`src/rtl/bilinear_demosaicing_3x3_pkg.sv`:
```
// Shared constants for the bilinear demosaicing datapath: Bayer patterns,
// CFA site encoding and 3x3 window element indices.
package bilinear_demosaicing_3x3_pkg;

    localparam logic [1:0] PAT_RGGB = 2'd0;
    localparam logic [1:0] PAT_GRBG = 2'd1;
    localparam logic [1:0] PAT_GBRG = 2'd2;
    localparam logic [1:0] PAT_BGGR = 2'd3;

    // Encoding is {row_site, col_site}, so decode is a plain XOR with the pattern.
    typedef enum logic [1:0] {
        SITE_R  = 2'd0,
        SITE_GR = 2'd1,
        SITE_GB = 2'd2,
        SITE_B  = 2'd3
    } site_e;

    // Control values held after reset, matching the CSR block reset values.
    localparam logic       RST_EN      = 1'b1;
    localparam logic [1:0] RST_PATTERN = PAT_BGGR;

    localparam int K_NW     = 0;
    localparam int K_N      = 1;
    localparam int K_NE     = 2;
    localparam int K_W      = 3;
    localparam int K_CENTRE = 4;
    localparam int K_E      = 5;
    localparam int K_SW     = 6;
    localparam int K_S      = 7;
    localparam int K_SE     = 8;

    function automatic site_e site_decode(input logic       row_par,
                                          input logic       col_par,
                                          input logic [1:0] pattern);
        return site_e'({row_par ^ pattern[1], col_par ^ pattern[0]});
    endfunction

endpackage

```
`src/rtl/bilinear_demosaicing_3x3_bayer_phase.sv`:
```
// Row/column parity tracker, per-frame control latching and CFA site decode
// for the window currently offered on the input.
module bilinear_demosaicing_3x3_bayer_phase
    import bilinear_demosaicing_3x3_pkg::*;
(
    input  logic       clk_i,
    input  logic       rst_i,
    input  logic       i_hs,
    input  logic       i_tuser,
    input  logic       i_tlast,
    input  logic       i_en,
    input  logic [1:0] i_pattern,
    output site_e      o_site,
    output logic       o_en
);

    logic       r_en;
    logic [1:0] r_pattern;
    logic       r_row_par;
    logic       r_col_par;

    logic       w_en;
    logic [1:0] w_pattern;
    logic       w_row_par;
    logic       w_col_par;

    // A start-of-frame window uses its own control and restarts the phase at (0,0).
    always_comb begin
        w_en      = r_en;
        w_pattern = r_pattern;
        w_row_par = r_row_par;
        w_col_par = r_col_par;
        if (i_tuser) begin
            w_en      = i_en;
            w_pattern = i_pattern;
            w_row_par = 1'b0;
            w_col_par = 1'b0;
        end
    end

    assign o_site = site_decode(w_row_par, w_col_par, w_pattern);
    assign o_en   = w_en;

    always_ff @(posedge clk_i or posedge rst_i) begin
        if (rst_i) begin
            r_en      <= RST_EN;
            r_pattern <= RST_PATTERN;
            r_row_par <= 1'b0;
            r_col_par <= 1'b0;
        end else if (i_hs) begin
            r_en      <= w_en;
            r_pattern <= w_pattern;
            if (i_tlast) begin
                r_row_par <= ~w_row_par;
                r_col_par <= 1'b0;
            end else begin
                r_row_par <= w_row_par;
                r_col_par <= ~w_col_par;
            end
        end
    end

endmodule

```
`src/rtl/bilinear_demosaicing_3x3_interp.sv`:
```
// Bilinear demosaicing datapath: 3x3 Bayer window in, one RGB pixel out,
// elastic two-stage pipeline. Define BILINEAR_DEMOSAICING_3X3_ROUND_EN for round-half-up averages.
module bilinear_demosaicing_3x3_interp
    import bilinear_demosaicing_3x3_pkg::*;
#(
    parameter int PX_WIDTH = 10
) (
    input  logic                  clk_i,
    input  logic                  rst_i,
    input  logic                  en_i,
    input  logic [1:0]            pattern_i,
    input  logic [9*PX_WIDTH-1:0] win_tdata_i,
    input  logic                  win_tvalid_i,
    output logic                  win_tready_o,
    input  logic                  win_tuser_i,
    input  logic                  win_tlast_i,
    output logic [3*PX_WIDTH-1:0] rgb_tdata_o,
    output logic                  rgb_tvalid_o,
    input  logic                  rgb_tready_i,
    output logic                  rgb_tuser_o,
    output logic                  rgb_tlast_o
);

    localparam int W4 = PX_WIDTH + 2;
    localparam int W2 = PX_WIDTH + 1;

    // Four PX_WIDTH terms fit W4 bits; adding 2 before the shift still fits.
    function automatic logic [PX_WIDTH-1:0] div4(input logic [W4-1:0] s);
`ifdef BILINEAR_DEMOSAICING_3X3_ROUND_EN
        return PX_WIDTH'((s + W4'(2)) >> 2);
`else
        return PX_WIDTH'(s >> 2);
`endif
    endfunction

    function automatic logic [PX_WIDTH-1:0] div2(input logic [W2-1:0] s);
`ifdef BILINEAR_DEMOSAICING_3X3_ROUND_EN
        return PX_WIDTH'((s + W2'(1)) >> 1);
`else
        return PX_WIDTH'(s >> 1);
`endif
    endfunction

    logic [PX_WIDTH-1:0] w_px [9];
    logic [W4-1:0]       w_x;
    logic [W4-1:0]       w_d;
    logic [W2-1:0]       w_h;
    logic [W2-1:0]       w_v;
    logic                w_in_hs;
    logic                w_s2_ready;
    site_e               w_site;
    logic                w_en;

    logic                r_s1_valid;
    logic [W4-1:0]       r_s1_x;
    logic [W4-1:0]       r_s1_d;
    logic [W2-1:0]       r_s1_h;
    logic [W2-1:0]       r_s1_v;
    logic [PX_WIDTH-1:0] r_s1_c;
    site_e               r_s1_site;
    logic                r_s1_en;
    logic                r_s1_tuser;
    logic                r_s1_tlast;

    logic [PX_WIDTH-1:0] w_r;
    logic [PX_WIDTH-1:0] w_g;
    logic [PX_WIDTH-1:0] w_b;

    logic                r_s2_valid;
    logic [3*PX_WIDTH-1:0] r_s2_rgb;
    logic                r_s2_tuser;
    logic                r_s2_tlast;

    // Valid/ready: a beat moves on valid && ready; a stage loads whenever it is
    // empty or its contents leave on the same edge, so a full pipe streams 1/clk.
    assign w_s2_ready   = !r_s2_valid || rgb_tready_i;
    assign win_tready_o = !r_s1_valid || w_s2_ready;
    assign w_in_hs      = win_tvalid_i && win_tready_o;

    always_comb begin
        for (int k = 0; k < 9; k++) begin
            w_px[k] = win_tdata_i[k*PX_WIDTH +: PX_WIDTH];
        end
    end

    assign w_x = W4'(w_px[K_N])  + W4'(w_px[K_W])  + W4'(w_px[K_E])  + W4'(w_px[K_S]);
    assign w_d = W4'(w_px[K_NW]) + W4'(w_px[K_NE]) + W4'(w_px[K_SW]) + W4'(w_px[K_SE]);
    assign w_h = W2'(w_px[K_W])  + W2'(w_px[K_E]);
    assign w_v = W2'(w_px[K_N])  + W2'(w_px[K_S]);

    bilinear_demosaicing_3x3_bayer_phase u_phase (
        .clk_i     (clk_i),
        .rst_i     (rst_i),
        .i_hs      (w_in_hs),
        .i_tuser   (win_tuser_i),
        .i_tlast   (win_tlast_i),
        .i_en      (en_i),
        .i_pattern (pattern_i),
        .o_site    (w_site),
        .o_en      (w_en)
    );

    always_ff @(posedge clk_i or posedge rst_i) begin
        if (rst_i) begin
            r_s1_valid <= 1'b0;
            r_s1_x     <= '0;
            r_s1_d     <= '0;
            r_s1_h     <= '0;
            r_s1_v     <= '0;
            r_s1_c     <= '0;
            r_s1_site  <= SITE_R;
            r_s1_en    <= RST_EN;
            r_s1_tuser <= 1'b0;
            r_s1_tlast <= 1'b0;
        end else begin
            if (win_tready_o) begin
                r_s1_valid <= win_tvalid_i;
            end
            if (w_in_hs) begin
                r_s1_x     <= w_x;
                r_s1_d     <= w_d;
                r_s1_h     <= w_h;
                r_s1_v     <= w_v;
                r_s1_c     <= w_px[K_CENTRE];
                r_s1_site  <= w_site;
                r_s1_en    <= w_en;
                r_s1_tuser <= win_tuser_i;
                r_s1_tlast <= win_tlast_i;
            end
        end
    end

    // Bypass (en latched low) leaves all three channels at the centre sample.
    always_comb begin
        w_r = r_s1_c;
        w_g = r_s1_c;
        w_b = r_s1_c;
        if (r_s1_en) begin
            case (r_s1_site)
                SITE_R: begin
                    w_g = div4(r_s1_x);
                    w_b = div4(r_s1_d);
                end
                SITE_B: begin
                    w_g = div4(r_s1_x);
                    w_r = div4(r_s1_d);
                end
                SITE_GR: begin
                    w_r = div2(r_s1_h);
                    w_b = div2(r_s1_v);
                end
                SITE_GB: begin
                    w_r = div2(r_s1_v);
                    w_b = div2(r_s1_h);
                end
                default: begin
                    w_r = r_s1_c;
                end
            endcase
        end
    end

    always_ff @(posedge clk_i or posedge rst_i) begin
        if (rst_i) begin
            r_s2_valid <= 1'b0;
            r_s2_rgb   <= '0;
            r_s2_tuser <= 1'b0;
            r_s2_tlast <= 1'b0;
        end else if (w_s2_ready) begin
            r_s2_valid <= r_s1_valid;
            if (r_s1_valid) begin
                r_s2_rgb   <= {w_r, w_g, w_b};
                r_s2_tuser <= r_s1_tuser;
                r_s2_tlast <= r_s1_tlast;
            end
        end
    end

    assign rgb_tvalid_o = r_s2_valid;
    assign rgb_tdata_o  = r_s2_rgb;
    assign rgb_tuser_o  = r_s2_tuser;
    assign rgb_tlast_o  = r_s2_tlast;

endmodule

```
`config.mk`:
```
export PLATFORM = sky130hd
export DESIGN_NAME = bilinear_demosaicing_3x3_interp
export DESIGN_NICKNAME = d
export VERILOG_FILES = /design/src/rtl/bilinear_demosaicing_3x3_pkg.sv /design/src/rtl/bilinear_demosaicing_3x3_bayer_phase.sv /design/src/rtl/bilinear_demosaicing_3x3_interp.sv
export SDC_FILE = /design/constraint.sdc
export NUM_CORES = 1
export LEC_CHECK = 0
export ABC_AREA = 0
export BUFFER_PORTS_ARGS = -buffer_cell sky130_fd_sc_hd__clkbuf_2
export CORE_AREA = 2 2 110 192
export CTS_BUF_LIST = sky130_fd_sc_hd__clkbuf_4 sky130_fd_sc_hd__clkbuf_8
export CTS_CLUSTER_SIZE = 14
export DETAILED_ROUTE_END_ITERATION = 6
export DIE_AREA = 0 0 112 194
export GPL_ROUTABILITY_DRIVEN = 0
export MAX_ROUTING_LAYER = met4
export SETUP_SLACK_MARGIN = 0.1
export SYNTH_ARGS = -nofsm -noshare
export SYNTH_HDL_FRONTEND = slang
export SYNTH_SLANG_ARGS = --single-unit
```
`constraint.sdc`:
```
create_clock -name clk_i -period 3.5 [get_ports clk_i]
set_clock_uncertainty 0.05 [all_clocks]
set_input_delay 0.175 -clock clk_i [delete_from_list [all_inputs] [get_ports clk_i]]
set_output_delay 0.175 -clock clk_i [all_outputs]
set_load 0.005 [all_outputs]
```
==> results of run 1 <==
## state kept, by name, summed over array words and instances, names as in the netlist, 2 cells and up
signal	flops
r_s1_site	2
r_s1_x	10
r_s1_c	10
r_s1_h	10
r_s1_v	10
u_phase.r_pattern	2
rgb_tdata_o	30
r_s1_d	10
## worst max-delay path: stages
cell	delay, ns
clkbuf_2	0.09
inv_1	0.08
fa_1	0.54
inv_1	0.05
fa_1	0.46
nand2_1	0.08
nor2_1	0.04
fa_1	0.42
a211oi_2	0.24
o21bai_1	0.15
o41ai_2	0.28
xor2_1	0.17
o21ai_0	0.08
## worst paths after layout
| check | start | endpoint |
|---|---|---|
| setup / recovery | win_tdata_i[11] | r_s1_x[9] |
| hold / removal | win_tdata_i[46] | r_s1_c[6] |
| setup reg to reg | rgb_tvalid_o | r_s1_x[5] |
| hold reg to reg | r_s1_tuser | r_s1_tuser |
| max in group asynchronous | rst_i | u_phase.r_en |
| min in group asynchronous | rst_i | r_s1_valid |
## Yosys cell counts (4+ instances only)
| cell type | n |
|---|---|
| o31ai_1 | 9 |
| mux2i_1 | 11 |
| a222oi_1 | 20 |
| dfrtp_1 | 90 |
| inv_1 | 124 |
| nand2b_1 | 9 |
| o21a_1 | 7 |
| nor3_1 | 6 |
| nand3_1 | 12 |
| mux2_2 | 5 |
| xor2_1 | 15 |
| nand2_1 | 121 |
| fa_1 | 42 |
| a211oi_1 | 7 |
| nand4_1 | 6 |
| ha_1 | 42 |
| nor3b_1 | 7 |
| o21ai_0 | 63 |
| clkbuf_1 | 17 |
| a21oi_1 | 42 |
| a21o_1 | 12 |
| buf_2 | 11 |
| a21boi_0 | 5 |
| o21ai_1 | 5 |
| o211ai_1 | 4 |
| nor2_1 | 36 |
## kinds of logic after synthesis
group,after synthesis,share of synthesized area
AND/OR/NAND/NOR,215,0.1384
AO/OA/AOI/OAI,197,0.1950
buffers and inverters,157,0.08896
flip-flops,93,0.3348
adder cells (fa/ha/maj),84,0.1963
XOR/XNOR,18,0.02265
multiplexers,16,0.02390
## metal layers
layer / global-route usage / vias to the layer above
met3: 0.01751 / 34
met4: 0.07498 / 0
li1: - / 2893
met2: 0.2932 / 150
met1: 0.1955 / 2631
met5: - / -
## power groups by stage
| stage | sequential [W] | combinational [W] | clock (W) |
|---|---|---|---|
| 6_report | 0.00165 | 0.00177 | 0.000689 |
| 3_3_place_gp | 0.00167 | 0.00175 | 0 |
| 4_1_cts | 0.00166 | 0.00179 | 0.000719 |
| 3_5_place_dp | 0.00168 | 0.00177 | 0 |
| 2_1_floorplan | 0.00159 | 0.00128 | 0 |
| 5_1_grt | 0.00169 | 0.00203 | 0.000769 |
## cells in the final DEF, fill, tap and decap left out, drive strengths merged, types with 10 or more instances in the layout
cell type	netlist	routed
clkbuf	18	143
inv	124	124
nand2	121	121
dfrtp	90	90
o21ai	68	68
a21oi	42	42
fa	42	42
ha	42	42
nor2	36	36
a222oi	20	20
xor2	15	15
dlygate4sd3	0	13
nand3	12	12
a21o	12	12
mux2i	11	11
o31ai	10	10
a211oi	10	10
## final cells by class
class	count	area, um2	share of cell area
Clock buffer	11	151.4	0.01855
Clock inverter	5	43.79	0.005366
Inverter	124	466.7	0.05719
Multi-Input combinational cell	530	4014	0.4919
Sequential cell	93	2331	0.2856
Tap cell	248	310.3	0.03803
Timing Repair Buffer	152	843.3	0.1033
## metrics by stage
stage	hold WS, ns	setup WS, ns	utilization	instance area, um2
after floorplan	0.2222	0.6934	-	6962
after global placement	0.3275	0.4818	0.3878	7835
after detailed placement	0.3330	0.4260	0.3878	7835
after CTS	0.0002829	0.8218	0.4034	8150
after global routing	0.001635	0.5795	0.4039	8160
final	0.009025	0.8208	0.4039	8160
==> impl_results.md, run 1 <==
- Status: complete, but fails checks
- Violated checks: design-rule violations
- Number of global-route vias before repair: ~5700
- Post-synthesis area per instance: ~8.9 um2
- RSZ-0062 raised after global routing: false
- Site Rows: 69
- Largest area contributor in the netlist: dfrtp_1
- 1st-iter DRT viols: ~450
- Clk sink count: between 90 and 100
- Int Power: approximately 0.0025 W
- Clock latency on the worst-skew pair: roughly 0.37 ns
- Crit end category: register
- Antenna violations before repair: 0
- Slew @ Worst Pin: 0.9077 ns
- Non-Filler Instances: about 1200
- Hold Path Class: in -> reg
- Ys flop type: dfrtp_1
- Post-synth top area share: 0.3235
- Flop pwr share: 0.402
- Post-route DRC: 10
- Post-synthesis sequential area ratio: 0.3348
- CTS H-tree lvls: 3
- CTS tree: done
- Met2 wire len: ~8.9 mm
- Top Metal Used: met4
- Mapped Area: 0.006962 mm2
- Die width: about 110 um
- Post-Route WL: ~17 mm
- Buffers on Ports: 132
- Total Power: roughly 0.004 W
- Mapped Cells: slightly below 800
- Pin count of the biggest net entering global routing: 63
- # resized after CTS: 0
- Avg WL per Cell: between 10 and 15 um
- Startpoint Class: input port
- Met3 wire len: between 600 and 700 um
- Switching share of power: 0.3931
- Post-CTS setup buffers: 0
- VDD IR-drop max: approximately 0.24 mV
- Die height: around 190 um
- Final Max Tran Viols: 0
- Top-Level Pins: between 100 and 150
- Synth unique cells: between 50 and 60
- Synth Net Count: around 960
- R2R setup slack: ~1.3 ns
- Worst EP arrival: approximately 2.9 ns
- Final Cycle Share: 0.7655
- First-pass GRT wire length: ~29 mm
- Core ar.: 0.02020 mm2
- Comb pwr share: 0.430
- Via density: around 4.9
- Ant diodes: 0
- Final ANT Viol Nets: 0
- Die ar.: roughly 0.022 mm2
- CTS Hold Bufs: 12
- Depth of the worst register-to-register path: 5
- Final nets: 1093
- Met1 WL: a little under 7 mm
- Top post-synthesis cells by area: dfrtp_1, fa_1, ha_1
- CP Class: in -> reg
- Setup TNS Final: 0 ns
- Final setup fails: 0
- Synth warn: 0
- Worst Path Max Fanout: 3
- Root buf cell: clkbuf_8
- Clock transition at path regs: about 0.090 ns
- Share of layout cells above drive strength 1: 0.1967
- Hold path cells: 3
- Drt first pass iters: 7
- Fill cells: ~2100
- Post-synth EDFFs: 0
- Fin crit period: approximately 2.7 ns
- Dpl hpwl: approximately 14 mm
- CTS max path bufs: 2
- Gr usage total: 0.1685
- Area grow syn2layout: 17.22%
- Routed vias: 5708
- Placed cell count: 1134
- Max-cap violation count: 0
- Synth async-reset ratio: 1.000
- CTS buffer count: 9
- Clk pwr share: 0.167
- Starting Density: 0.3446
- Pwr dens: about 500 mW/mm2
- #FFs+latches synth: 93
- Relative slew margins: 0.3941
- Total gr overflow: 0
- Net Sw Power: roughly 0.0016 W
- Fmax: roughly 370 MHz
- Leak pwr: 4.196 nW
- Fin. Hold Viols: 0
- Worst path required time: about 3.7 ns
Note: power is estimated with default switching activity, not from simulation.
==> run 2, diff against run 1 <==
==> constraint.sdc (replaced) <==
create_clock -name clk_i -period 2.7 [get_ports clk_i]
set_clock_uncertainty 0.05 [all_clocks]
set_input_delay 0.135 -clock clk_i [delete_from_list [all_inputs] [get_ports clk_i]]
set_output_delay 0.135 -clock clk_i [all_outputs]
set_load 0.005 [all_outputs]
==> run 2 against run 1 <==
The flow now finishes without violations. Power up 39%. First-iteration DRC count shrank 26%. Die area unchanged. Count of clock-buffer cells in the layout shrank 1. Final cell count rose by 3.2%. Critical path depth unchanged. Setup slack lost 0.65 ns. Largest power group unchanged.
==> impl_results.md, run 2 (synthesis results as in run 1) <==
- Final Cycle Share: 0.9385
- First-pass GRT wire length: 29.00 mm (+1.4%)
- Clk sink count: 93 (unchanged)
- Die height: 194 um (unchanged)
- Post-DP Area: 0.008095 mm2 (+3.3%)
- Hold Crit Start: win_tuser_i
- Antenna violations before repair: 0 (unchanged)
- Slowest-stage cell, CP: fa_1
- CTS max path bufs: 2 (unchanged)
- Clock transition at path regs: 0.10 ns (about the same)
- R2R setup slack: 0.73 ns (-0.60 ns)
- Pwr dens: 673.3 mW/mm2 (+34%)
- Fmax: a little under 400 MHz
- Die width: 112 um (unchanged)
- Site Rows: 69 (unchanged)
- Depth of the worst register-to-register path: 6 (+1)
- RR Startpoint: r_s1_site[1]
- Number of global-route vias before repair: 5995 (+4.3%)
- Post-Route WL: 17.40 mm (+1.5%)
- Most frequent cells in the layout: clkbuf_2, inv_1, nand2_1
- Fill cells: 2089 (-2.0%)
- Area grow syn2layout: 22.32%
- Crit end category: register
- Hold Path Class: in -> reg
- Critical Path Most Common Cell: fa_1
- Total gr overflow: 0 (unchanged)
- Clock latency on the worst-skew pair: 0.37 ns (about the same)
- Worst path bufs/invs: 3 (unchanged)
- Worst path required time: 2.88 ns (-0.81 ns)
- Startpoint Class: input port
- Crit-path cells: clkbuf_2, inv_2, fa_1, inv_1, fa_1, nand2_1, nor2_1, fa_2, a211oi_2, o21bai_1, o41ai_2, xor2_1, o21ai_0
- Fin crit period: between 2 and 3 ns
- Leak pwr: 4.389 nW (+4.6%)
- Post-route design area: 0.008516 mm2 (+4.4%)
- Routed vias: 5890 (+3.2%)
- Placed cell count: 1166 (+2.8%)
- 1st-iter DRT viols: 334 (-26%)
- Gr usage total: 0.1690 (+0.0004919)
- Cell family with most CP delay: adder cells
- Largest stage delay on the critical path: 0.52 ns (-0.02 ns)
- Dpl hpwl: 14.29 mm (+0.60%)
- VDD IR-drop max: 0.3221 mV (+34%)
- Max reg flops: 30 (unchanged)
- Hold path cells: 3 (unchanged)
- Die ar.: 0.02173 mm2 (unchanged)
- RSZ-0062 raised after global routing: true
- Core ar.: 0.02020 mm2 (unchanged)
- Final nets: 1130 (+3.4%)
- Top-Level Pins: 133 (unchanged)
- CTS tree: done
- Worst r2r dst: rgb_tdata_o[9]
- Worst EP arrival: 2.72 ns (-0.15 ns)
- Via density: 4.908 (about the same)
- Drt first pass iters: 7 (unchanged)
- Buffers on Ports: 132 (unchanged)
- Final core utilization: 0.4215 (+0.01759)
- CP Class: in -> reg
- Fin. Hold Viols: 0 (unchanged)
- Ant diodes: 0 (unchanged)
- Final ANT Viol Nets: 0 (unchanged)
- Root buf cell: clkbuf_8
- Commonest non-fill, non-tap cell in the layout: clkbuf_2
- Max-cap violation count: 0 (unchanged)
- Share of layout cells above drive strength 1: 0.2269 (+0.03017)
- Total Power: 0.005734 W (+39%)
- Final setup fails: 0 (unchanged)
- Avg WL per Cell: 14.50 um (-1.7%)
- CTS H-tree lvls: 3 (unchanged)
- Status: finished clean
- Relative slew margins: 0.5528 (+0.1587)
- Hold Path Sink: u_phase.r_col_par
- Non-Filler Instances: 1200 (+3.2%)
- Final Max Tran Viols: 0 (unchanged)
- Pin count of the biggest net entering global routing: 94 (+49%)
- Worst Path Max Fanout: 2 (-1)
- CTS buffer count: 9 (unchanged)
- Post-route DRC: 0 (-10)
- Slew @ Worst Pin: 0.6707 ns (-0.2370 ns)
- Starting Density: 0.3446 (unchanged)
## run 2: changes by cell type in the layout (fill, tap and decap cells not counted), sizes merged
cell / change
buf: +33
dlygate4sd3: +4
bufinv: +3
clkinv: -3
clkinvlp: +2
clkbuf: -1
inv: -1
## run 2: how the worst max path moves through the flow
stage,from,to,depth (start not counted)
6_report,win_tdata_i[11],r_s1_x[9],13
3_5_place_dp,win_tdata_i[11],r_s1_x[9],13
2_1_floorplan,win_tdata_i[11],r_s1_x[9],12
3_3_place_gp,win_tdata_i[11],r_s1_x[9],13
4_1_cts,win_tdata_i[11],r_s1_x[9],13
5_1_grt,win_tdata_i[11],r_s1_x[9],13
## run 2: metal layers
layer	part of all wire	track usage	up-vias
li1	-	-	2963
met1	0.40	0.1897	2749
met2	0.52	0.3024	139
met3	0.031	0.02001	39
met4	0.039	0.06911	0
met5	0	-	-
## run 2: final cells by class
cell class	count	area [um2]	area share
clock buffer	10	131.4	0.01543
clock inverter	6	111.4	0.01308
inverter	124	469.2	0.05510
multi-input combinational	530	4019	0.4719
sequential	93	2331	0.2737
tap	248	310.3	0.03644
timing repair buffer	189	1144	0.1343
## run 2: repair_timing
action                                  4_1_cts  5_1_grt
endpoints found under the hold margin       108        0
hold buffers                                 17        0
resized for setup                             0        1
setup buffers                                 0        1
endpoints found under the setup margin        0        2
## run 2: where the power goes
group	switching, W	internal, W	total, W
logic	0.00130	0.00118	0.00247
clock network	0.000490	0.000625	0.00112
registers	0.000339	0.00180	0.00214
## run 2: through the flow
step / setup slack (ns) / hold slack, ns / TNS, ns
floorplan: -0.003550 / 0.1822 / -0.003550
global placement: -0.1721 / 0.2562 / -0.6376
detailed placement: -0.2284 / 0.2562 / -0.8248
CTS: 0.1572 / 0.06659 / 0
global route: 0.03324 / 0.1058 / 0
finish: 0.1661 / 0.07695 / 0
## run 2: worst min-delay path: cells and delay by family
| kind | cells | cell delay (ns) |
|---|---|---|
| compound gates | 1 | 0.07 |
| buf+inv | 1 | 0.14 |
| simple gates | 1 | 0.12 |
==> run 3, diff against run 2 <==
--- a/config.mk
+++ b/config.mk
@@ -14,7 +14,7 @@
 export DIE_AREA = 0 0 112 194
 export GPL_ROUTABILITY_DRIVEN = 0
 export MAX_ROUTING_LAYER = met4
-export SETUP_SLACK_MARGIN = 0.1
+export SETUP_SLACK_MARGIN = 0.4
 export SYNTH_ARGS = -nofsm -noshare
 export SYNTH_HDL_FRONTEND = slang
 export SYNTH_SLANG_ARGS = --single-unit
==> run 3 against run 2 <==
Clock power shrank 12%. Final area grew 2.9%. Utilization grew 1.2 points. Highest routed layer unchanged. Sequential share of layout area shrank 0.78 points. Largest power group unchanged.
==> impl_results.md, run 3 (synthesis results as in run 1) <==
- Status: finished clean
- Dpl hpwl: 14.46 mm (+1.2%)
- Final Max Tran Viols: 0 (unchanged)
- Antenna violations before repair: 0 (unchanged)
- Post-route design area: 0.008765 mm2 (+2.9%)
- Final setup fails: 0 (unchanged)
- Via density: 4.904 (about the same)
- Flop pwr share: 0.365 (-0.009)
- Die height: 194 um (unchanged)
- Number of global-route vias before repair: 6040 (+0.75%)
- Avg WL per Cell: 14.98 um (+3.3%)
- Int Power: 0.003593 W (-0.43%)
- Worst path required time: 2.88 ns (about the same)
- Most frequent cells in the layout: clkbuf_2, nand2_1, inv_1
- Post-DP Area: 0.008173 mm2 (+0.96%)
- Final setup margin: 0.1746 ns (+0.008492 ns)
- Crit end category: register
- Starting Density: 0.3446 (unchanged)
- Leak pwr: 4.399 nW (+0.22%)
- Relative slew margins: 0.5427 (-0.01010)
- First-pass GRT wire length: 29.75 mm (+2.6%)
- Ant diodes: 0 (unchanged)
- Worst EP arrival: 2.71 ns (about the same)
- Clk pwr share: 0.168 (-0.027)
- Commonest non-fill, non-tap cell in the layout: clkbuf_2
- Fin. Hold Viols: 0 (unchanged)
- Site Rows: 69 (unchanged)
- Clock latency on the worst-skew pair: 0.38 ns (about the same)
- Buffers on Ports: 132 (unchanged)
- Fill cells: 2037 (-2.5%)
- Fin crit period: 2.525 ns (-0.008492 ns)
- Final core utilization: 0.4339 (+0.01233)
- Gr usage total: 0.1743 (+0.005289)
- Max-cap violation count: 0 (unchanged)
- CTS max path bufs: 2 (unchanged)
- Clk sink count: 93 (unchanged)
- Max reg flops: 30 (unchanged)
- Top-Level Pins: 133 (unchanged)
- Final ANT Viol Nets: 0 (unchanged)
- Switching share of power: 0.3869 (+0.01629)
- Pwr dens: 668.7 mW/mm2 (-0.69%)
- WHS: 0.08119 ns (+0.004246 ns)
- Core ar.: 0.02020 mm2 (unchanged)
- VDD IR-drop max: 0.4532 mV (+41%)
- Depth of the worst register-to-register path: 6 (unchanged)
- Slew @ Worst Pin: 0.6859 ns (+0.01515 ns)
- Clock transition at path regs: 0.10 ns (about the same)
- Total gr overflow: 0 (unchanged)
- CTS H-tree lvls: 3 (unchanged)
- Post-Route WL: 17.95 mm (+3.2%)
- CTS buffer count: 9 (unchanged)
- Die ar.: 0.02173 mm2 (unchanged)
- Die width: 112 um (unchanged)
- Post-route DRC: 0 (unchanged)
- Net Sw Power: 0.002268 W (+6.7%)
- Pin count of the biggest net entering global routing: 94 (unchanged)
- RSZ-0062 raised after global routing: true
- Worst Path Max Fanout: 2 (unchanged)
- Startpoint Class: input port
- 1st-iter DRT viols: 445 (+33%)
- Area grow syn2layout: 25.90%
- Final nets: 1128 (-0.18%)
- Hold Path Class: in -> reg
- Comb pwr share: 0.467 (+0.036)
- Drt first pass iters: 6 (-1)
- Fmax: 396.0 MHz (+0.34%)
- Root buf cell: clkbuf_8
- Hold path cells: 3 (unchanged)
- Share of layout cells above drive strength 1: 0.2632 (+0.03627)
- CTS tree: done
- Post-Place Worst Slack: -0.2618 ns (-0.03331 ns)
- CP Class: in -> reg
- Routed vias: 5875 (-0.25%)
- Final Cycle Share: 0.9353 (-0.003145)
-- run 3: cell types whose count changed in the layout (fill, tap and decap cells not counted), moves of 3 or more --
| cell | previous run | this run |
|---|---|---|
| a21oi_1 | 42 | 37 |
| buf_4 | 39 | 36 |
| clkbuf_2 | 132 | 127 |
| a21oi_2 | 0 | 5 |
| ha_1 | 42 | 32 |
| inv_1 | 122 | 109 |
| o21ai_0 | 63 | 60 |
| buf_6 | 0 | 3 |
| inv_2 | 1 | 8 |
| inv_8 | 0 | 5 |
| ha_4 | 0 | 10 |
-- run 3: area by class of cell --
cell class / instances / area (um2) / area share
clock buffer: 10 / 131.4 / 0.01499
tap: 248 / 310.3 / 0.03540
inverter: 124 / 509.2 / 0.05810
sequential: 93 / 2331 / 0.2660
timing repair buffer: 187 / 1185 / 0.1352
multi-input combinational: 530 / 4220 / 0.4815
clock inverter: 6 / 77.57 / 0.008851
-- run 3: what timing repair did --
| action | 4_1_cts | 5_1_grt |
|---|---|---|
| hold buffers | 17 | 0 |
| pin swaps | 13 | 24 |
| setup endpoints to repair | 11 | 15 |
| resized for setup | 11 | 22 |
| hold endpoints to repair | 108 | 0 |
| buffers inserted | 5 | 6 |
-- run 3: layer usage --
| layer | wire, um | GRT usage | vias up |
|---|---|---|---|
| li1 | - | - | 2959 |
| met1 | 7170 | 0.1956 | 2763 |
| met2 | 9793 | 0.3208 | 121 |
| met3 | 469 | 0.01563 | 32 |
| met4 | 514 | 0.06052 | 0 |
| met5 | 0 | - | - |
-- run 3: worst paths after layout --
path                                  from                 to  slack [ns]
min                            win_tuser_i  u_phase.r_col_par        0.08
min reg2reg                     r_s1_tlast         r_s1_tlast        0.43
max reg2reg                   r_s1_site[0]    rgb_tdata_o[28]        0.73
max                        win_tdata_i[11]          r_s1_x[9]        0.17
min in group asynchronous            rst_i         r_s1_tuser        0.39
max in group asynchronous            rst_i          r_s1_c[1]        1.83
-- run 3: power by group through the flow --
stage | registers [W] | logic (W) | clock network (W)
after floorplan | 0.00206 | 0.00178 | 0
after global placement | 0.00216 | 0.00252 | 0
after detailed placement | 0.00218 | 0.00256 | 0
after CTS | 0.00214 | 0.00266 | 0.00102
after global routing | 0.00220 | 0.00309 | 0.00107
final | 0.00214 | 0.00274 | 0.000985
-- run 3: through the flow --
stage | power (W) | setup TNS, ns | std cells
finish | 0.005861 | 0 | 1198
global route | 0.006364 | 0 | 1198
CTS | 0.005824 | 0 | 1192
detailed placement | 0.004733 | -1.132 | 1154
global placement | 0.004684 | -0.8799 | 1154
floorplan | 0.003839 | 0 | 780
-- run 3: worst max-delay path, stage by stage --
cell and delay, ns:
clkbuf_16 0.12, inv_12 0.03, fa_1 0.54, inv_2 0.04, fa_2 0.45, nand2_2 0.09, nor2_2 0.04, fa_2 0.35
a211oi_2 0.25, o21bai_2 0.13, o41ai_2 0.29, xor2_1 0.17, o21ai_0 0.08
